<file path="config.mk">
export PLATFORM = sky130hd
export DESIGN_NAME = data_memory_param
export DESIGN_NICKNAME = d
export VERILOG_FILES = /design/src/rtl/data_mem_pkg.sv /design/src/rtl/data_mem_parity.sv /design/src/rtl/data_memory_param.sv
export SDC_FILE = /design/constraint.sdc
export NUM_CORES = 2
export LEC_CHECK = 0
export CAP_MARGIN = 5
export CORE_ASPECT_RATIO = 0.75
export CORE_MARGIN = 4
export CORE_UTILIZATION = 40
export CTS_CLUSTER_SIZE = 30
export DETAILED_ROUTE_END_ITERATION = 12
export MAX_ROUTING_LAYER = met4
export PLACE_DENSITY = 0.51
export SETUP_SLACK_MARGIN = 0.05
export SLEW_MARGIN = 15
export SYNTH_ARGS = -nofsm -noshare
export SYNTH_HDL_FRONTEND = slang
export SYNTH_SLANG_ARGS = --single-unit
</file>
<file path="constraint.sdc">
create_clock -name clock -period 7.5 [get_ports clock]
set_input_delay 2.25 -clock clock [delete_from_list [all_inputs] [get_ports clock]]
set_output_delay 2.25 -clock clock [all_outputs]
set_load 0.005 [all_outputs]
</file>
<file path="src/rtl/data_mem_pkg.sv">
// Shared types and constants for the parametrised data memory.
package data_mem_pkg;

    typedef enum logic {
        CLEAR = 1'b0,
        IDLE  = 1'b1
    } state_t;

    localparam int unsigned READ_FIRST  = 0;
    localparam int unsigned WRITE_FIRST = 1;

    function automatic int unsigned num_bytes(input int unsigned data_w);
        return data_w / 8;
    endfunction

endpackage

</file>
<file path="src/rtl/data_mem_parity.sv">
// Combinational even-parity generator (write side) and checker (read side), one bit per byte.
module data_mem_parity
    import data_mem_pkg::*;
#(
    parameter int unsigned BYTES = 1
) (
    input  logic [8*BYTES-1:0] wr_data_i,
    output logic [BYTES-1:0]   wr_par_o,
    input  logic [8*BYTES-1:0] rd_data_i,
    input  logic [BYTES-1:0]   rd_par_i,
    output logic               rd_err_o
);

    logic [BYTES-1:0] rd_gen;

    always_comb begin
        wr_par_o = '0;
        rd_gen   = '0;
        for (int unsigned i = 0; i < BYTES; i++) begin
            wr_par_o[i] = ^wr_data_i[8*i +: 8];
            rd_gen[i]   = ^rd_data_i[8*i +: 8];
        end
    end

    assign rd_err_o = |(rd_gen ^ rd_par_i);

endmodule

</file>
<file path="src/rtl/data_memory_param.sv">
// Parametrised synchronous data RAM: post-reset clear sweep, byte-masked writes, registered read.
// Optional per-byte parity storage and checking when DATA_MEM_PARITY_EN is defined.
module data_memory_param
    import data_mem_pkg::*;
#(
    parameter int unsigned DATA_W    = 8,
    parameter int unsigned ADDR_W    = 8,
    parameter int unsigned DEPTH     = 256,
    parameter int unsigned READ_MODE = READ_FIRST
) (
    input  logic                clock,
    input  logic                reset_n,
    input  logic [ADDR_W-1:0]   endereco,
    input  logic                controle_escrita,
    input  logic                controle_leitura,
    input  logic [DATA_W/8-1:0] habilita_byte,
    input  logic [DATA_W-1:0]   dado_entrada,
    output logic [DATA_W-1:0]   dado_saida,
    output logic                dado_valido,
`ifdef DATA_MEM_PARITY_EN
    output logic                erro_paridade,
`endif
    output logic                ocupado
);

    localparam int unsigned      BYTES    = num_bytes(DATA_W);
    localparam int unsigned      IDX_W    = (DEPTH > 1) ? $clog2(DEPTH) : 1;
    localparam logic [IDX_W-1:0] LAST_IDX = IDX_W'(DEPTH - 1);
    localparam logic [ADDR_W:0]  DEPTH_X  = (ADDR_W + 1)'(DEPTH);

    logic [DATA_W-1:0] mem_q [DEPTH];

    state_t            state_q, state_d;
    logic [IDX_W-1:0]  ptr_q, ptr_d;
    logic [DATA_W-1:0] dout_q, dout_d;
    logic              valid_q, valid_d;

    logic              in_range;
    logic [IDX_W-1:0]  addr_idx;
    logic              write_first;
    logic [DATA_W-1:0] old_word;
    logic [DATA_W-1:0] rd_word;

    logic [BYTES-1:0]  wr_be;
    logic [IDX_W-1:0]  wr_idx;
    logic [DATA_W-1:0] wr_data;

    assign in_range    = ({1'b0, endereco} < DEPTH_X);
    assign addr_idx    = endereco[IDX_W-1:0];
    assign write_first = (READ_MODE == WRITE_FIRST) && controle_escrita && in_range;
    assign old_word    = in_range ? mem_q[addr_idx] : '0;

    // Write-first collision: enabled bytes bypass from the write data, others come from the array.
    always_comb begin
        rd_word = old_word;
        for (int unsigned i = 0; i < BYTES; i++) begin
            if (write_first && habilita_byte[i]) begin
                rd_word[8*i +: 8] = dado_entrada[8*i +: 8];
            end
        end
    end

    always_comb begin
        state_d = state_q;
        ptr_d   = ptr_q;
        wr_be   = '0;
        wr_idx  = addr_idx;
        wr_data = dado_entrada;
        valid_d = 1'b0;
        dout_d  = dout_q;
        case (state_q)
            CLEAR: begin
                wr_be   = '1;
                wr_idx  = ptr_q;
                wr_data = '0;
                ptr_d   = ptr_q + 1'b1;
                if (ptr_q == LAST_IDX) begin
                    state_d = IDLE;
                    ptr_d   = '0;
                end
            end
            IDLE: begin
                if (controle_escrita && in_range) begin
                    wr_be = habilita_byte;
                end
                if (controle_leitura) begin
                    valid_d = 1'b1;
                    dout_d  = rd_word;
                end
            end
        endcase
    end

    always_ff @(posedge clock) begin
        if (!reset_n) begin
            state_q <= CLEAR;
            ptr_q   <= '0;
            dout_q  <= '0;
            valid_q <= 1'b0;
        end else begin
            state_q <= state_d;
            ptr_q   <= ptr_d;
            dout_q  <= dout_d;
            valid_q <= valid_d;
        end
    end

    always_ff @(posedge clock) begin
        for (int unsigned i = 0; i < BYTES; i++) begin
            if (reset_n && wr_be[i]) begin
                mem_q[wr_idx][8*i +: 8] <= wr_data[8*i +: 8];
            end
        end
    end

`ifdef DATA_MEM_PARITY_EN
    logic [BYTES-1:0] par_q [DEPTH];
    logic [BYTES-1:0] wr_par;
    logic [BYTES-1:0] old_par;
    logic [BYTES-1:0] rd_par;
    logic             rd_err;
    logic             perr_q, perr_d;

    data_mem_parity #(
        .BYTES (BYTES)
    ) u_parity (
        .wr_data_i (wr_data),
        .wr_par_o  (wr_par),
        .rd_data_i (rd_word),
        .rd_par_i  (rd_par),
        .rd_err_o  (rd_err)
    );

    assign old_par = in_range ? par_q[addr_idx] : '0;

    always_comb begin
        rd_par = old_par;
        for (int unsigned i = 0; i < BYTES; i++) begin
            if (write_first && habilita_byte[i]) begin
                rd_par[i] = wr_par[i];
            end
        end
    end

    assign perr_d = valid_d & rd_err;

    always_ff @(posedge clock) begin
        if (!reset_n) begin
            perr_q <= 1'b0;
        end else begin
            perr_q <= perr_d;
        end
    end

    always_ff @(posedge clock) begin
        for (int unsigned i = 0; i < BYTES; i++) begin
            if (reset_n && wr_be[i]) begin
                par_q[wr_idx][i] <= wr_par[i];
            end
        end
    end

    assign erro_paridade = perr_q;
`endif

    assign dado_saida  = dout_q;
    assign dado_valido = valid_q;
    assign ocupado     = (state_q == CLEAR);

endmodule

</file>
* Yosys cells after proc, flatten, opt, wreduce, memory -nomap -nowiden
Memories as Yosys holds them, arrays and structs flattened. A register that Yosys moved wholly into a read port is not among the register bits.
Index checks and enable logic that the tools add are counted.
** Operators by class
- Add/sub/neg operators :: 1
- Equal/unequal tests :: 1
- Muxes and demuxes :: 10
- Bitwise operators :: 1
- Reductions and logical operators :: 4
** Operators with widths (number)
- $mux 8 :: 3
- $add 8x1->8 const B :: 1
- $eq 8x8->1 const B :: 1
- $mux 1 :: 6
- $reduce_and 2->1 :: 2
- $pmux 1 s2 :: 1
- $logic_and 1x1->1 :: 1
- $logic_not 1->1 :: 1
- $not 1->1 :: 1
** Storage, ports and cells
- Flip-flop bits (word level) :: 10
- Bits in writable memories :: 2048
- Bits of input ports :: 21
- Output and inout port bits :: 10
- Word-level logic and storage cells :: 21
- Memories :: 1
** Memory list
- mem_q :: words 256, width 8, read ports 1, clocked after Yosys merged registers in 1, wr ports 1, line data_memory_param.sv:31 : logic [DATA_W-1:0] mem_q [DEPTH];

* Logic depth before layout (Yosys ltp)
- Word-level depth :: 5
- Depth in mapped cells :: 13
- Depth with buffers taken out :: 7

* Worst setup path before layout
OpenSTA, ideal clock, no wires.
- Path type :: in2reg
- Start :: in dado_entrada[0]
- End :: mem mem_q[0][0], data pin
- Setup time :: 0.867 ns
- Arrival :: 5.477 ns
- Data required time :: 6.633 ns
- Setup slack :: 1.156 ns
- Stages on the path :: 1
- Path buffers :: 0
- Cells stage by stage :: and2_1
** On the way
- Word-level cells in the longest chain between the ends :: 1
** Ends and longest elaborated chain
- start, declared :: line data_memory_param.sv:17 : input logic [DATA_W-1:0] dado_entrada,
- $mux 8 :: line data_memory_param.sv:71 : case (state_q)
- end, declared :: line data_memory_param.sv:31
Every way passes these cells.

==> flow_metrics.py <==
metrics = {
    "yosys": {
        "ys_seq_elements": 2066,
        "synth-seq-area-share": 0.766,
        "synth_area_per_cell_um2": 20.1,
        "synth_nets": 4041,
        "yosysWarnings": 0,
        "synthesis.area_um2": 80700,
        "synthTopCellsByArea": "edfxtp_1 (76%), mux4_2 (9.8%), mux2i_1 (3.8%)",
        "synth_cells": 4019,
        "synth_top_area_share": 0.762,
        "synth_edf_count": 2048,
        "synth.largest_area_cell": "edfxtp_1",
        "ys.flop_type": "edfxtp_1",
        "synth-async-reset-ratio": 0,
        "yosysUniqueCellTypes": 67,
    },
    "route": {
        "detail-route-antenna-nets": 0,
        "routed_wl_mm": 220,
        "drcViolationCount": 0,
        "vias": 40500,
        "wl_per_cell_um": 31.6,
        "vias_per_cell": 5.83,
        "drtIter0Drc": 4851,
        "drt_pre_antenna_iters": 8,
    },
    "sta": {
        "fmax_ghz": 0.169,
        "post-route-period-util": 0.791,
        "post-route-min-period_ns": 5.93,
        "finalSetupTns_ns": 0,
        "setup_violations": 0,
        "rsz0062_at_grt": "false",
        "tightest_slew_ns": 1.32,
        "drv_slew": 0,
        "clock_skew_ns": 0.0443,
        "hold_viol": 0,
        "slew_headroom": 0.123,
    },
    "worst_setup_path": {
        "worstPathCellList": "clkdlybuf4s50_1 -> nor2b_1 -> buf_4 -> nand2_1 -> o22ai_1 -> a31oi_1 -> nor4bb_1 -> a221o_1",
        "cp-start-kind": "input pin",
        "ff2ff_setup_slack_ns": 3.23,
        "arrival_ns": 6.71,
        "cp_slowest_cell": "clkdlybuf4s50_1",
        "end_kind": "flip-flop",
        "slowest_delay_ns": 1.28,
        "worst_ep_required_time_ns": 8.28,
        "path_class": "input pin to flip-flop",
        "cp_max_fo": 18,
    },
    "clock_tree": {
        "post_cts_resized": 0,
        "cts_tree": "done",
        "clk_latency_ns": 0.85,
        "cts_setup_buffers": 0,
        "cts_hold_buffers": 0,
        "cts_sinks": 2066,
        "clk_pin_slew_worst_paths_ns": 0.06,
        "cts_buffers": 205,
        "cts_root_buffer": "clkbuf_16",
        "htreeDepth": 4,
        "cts_buffer_depth": 4,
    },
    "global_routing": {
        "track_usage": 0.214,
        "grt_max_degree": 171,
        "antenna_found_initial": 5,
        "overflow": 0,
        "grt_pass1_vias": 40100,
        "grt_pass1_wl_mm": 312,
    },
    "die": {
        "row_count": 142,
        "start_util": 0.403,
        "die_area_um2": 209000,
        "coreArea_um2": 200000,
        "io-pin-count": 31,
        "die_x_um": 527,
        "die_y_um": 397,
    },
    "finish": {
        "multi_input_area_um2": 17300,
        "post-route-util": 0.451,
        "layout-drive-gt1-share": 0.183,
        "seq_area_um2": 61900,
        "layout.nets": 4159,
        "syn2layout_area_growth_pct": 11.9,
        "finalNonFillerCells": 6957,
        "n_fill_cell": 16900,
    },
    "hold_path": {
        "min_path_type": "flip-flop to flip-flop",
    },
    "power_and_ir_drop": {
        "ir_drop_v": 0.000205,
        "leakage_uw": 0.0267,
        "p_per_area_nw_per_um2": 258,
    },
    "status": {
        "status": "completed",
    },
    "place": {
        "place_inst": 6594,
        "numPortBuffers": 30,
        "dp_hpwl_mm": 138,
        "gp_congestion": 0.865,
    },
    "run": {
        "cap_violations": 0,
    },
}
[synth_stat cells (7+ instances only)]
cell type,count
a2111oi_0,9
a211oi_1,49
a21oi_1,58
a22oi_1,71
a31oi_1,7
and2_1,16
buf_1,12
buf_2,57
buf_4,15
buf_6,49
buf_8,14
clkbuf_1,89
dfxtp_1,18
edfxtp_1,2048
mux2_2,8
mux2i_1,308
mux4_1,19
mux4_2,351
nand2_1,132
nand3_1,48
nor2_1,296
nor3_1,21
o21ai_0,36
o221ai_1,67
o22ai_1,111
[state kept, by name, summed over array words and instances, names as in the netlist]
| signal | cells |
|---|---|
| dado_saida | 8 |
| dado_valido | 1 |
| mem_q | 2048 |
| ptr_q | 8 |
| state_q | 1 |
[worst max-delay path, delay by kind of cell]
kind	cells	cell delay [ns]
buffers and inverters	2	1.54
AO/OA/AOI/OAI	3	1.49
AND/OR/NAND/NOR	3	1.39
[metal layers]
metal	track usage	routed length (um)
met4	0.0473	4890
met1	0.325	103000
met2	0.299	95500
met5	-	0
met3	0.0414	16200
[power breakdown]
group | internal (uW) | leakage (uW) | total [uW] | switching, uW
logic | 289 | 0.00621 | 827 | 539
registers | 12500 | 0.0174 | 12500 | 4.37
clock network | 5650 | 0.00312 | 9980 | 4330
[per-stage QoR]
stage | hold WS [ns] | cell area, um2 | setup WS, ns | power [uW]
finish | 0.572 | 90300 | 1.57 | 23300
global route | 0.625 | 90300 | 1.70 | 24000
CTS | 0.563 | 90300 | 1.75 | 23500
detailed placement | 0.552 | 83900 | 0.838 | 13600
global placement | 0.541 | 83900 | 0.610 | 13600
floorplan | 0.461 | 80700 | 1.16 | 13300
[cell usage in the layout, fill, tap and decap left out, types with 41 or more instances in the layout]
master and count:
o22ai_1 111, a22oi_1 71, edfxtp_1 2048, nand2_1 131
mux4_2 351, a211oi_1 49, clkinv_1 45, nand3_1 48
a21oi_1 58, nor2_1 288, clkbuf_16 207, mux2i_1 308
buf_4 103, o221ai_1 67, clkbuf_1 41
[kinds of logic after synthesis]
| logic type | share of synthesized area |
|---|---|
| xor gates and xnor gates | 0.000543 |
| adders and majority gates | 0.000155 |
| and+or+nand+nor | 0.0289 |
| AOI/OAI and AO/OA | 0.0399 |
| muxes | 0.143 |
| buffers and inverters | 0.0206 |
| DFF | 0.766 |
[area by class of cell]
type / instances / share of cell area
flip-flops and latches: 2066 / 0.685
multi-input cells: 1705 / 0.191
clock buffers: 250 / 0.0594
well taps: 2664 / 0.0369
repair buffers: 152 / 0.0163
clock inverters: 110 / 0.0110
inverters: 7 / 0.000319
diodes: 3 / 0.0000831
[path summary, 6_finish.rpt]
path,from,to,depth (start not counted)
min reg2reg,ptr_q[5],ptr_q[5],2
min,ptr_q[5],ptr_q[5],2
max,endereco[3],dado_saida[6],8
max reg2reg,state_q,mem_q[153][7],5
(Power assumes the default switching activity.)
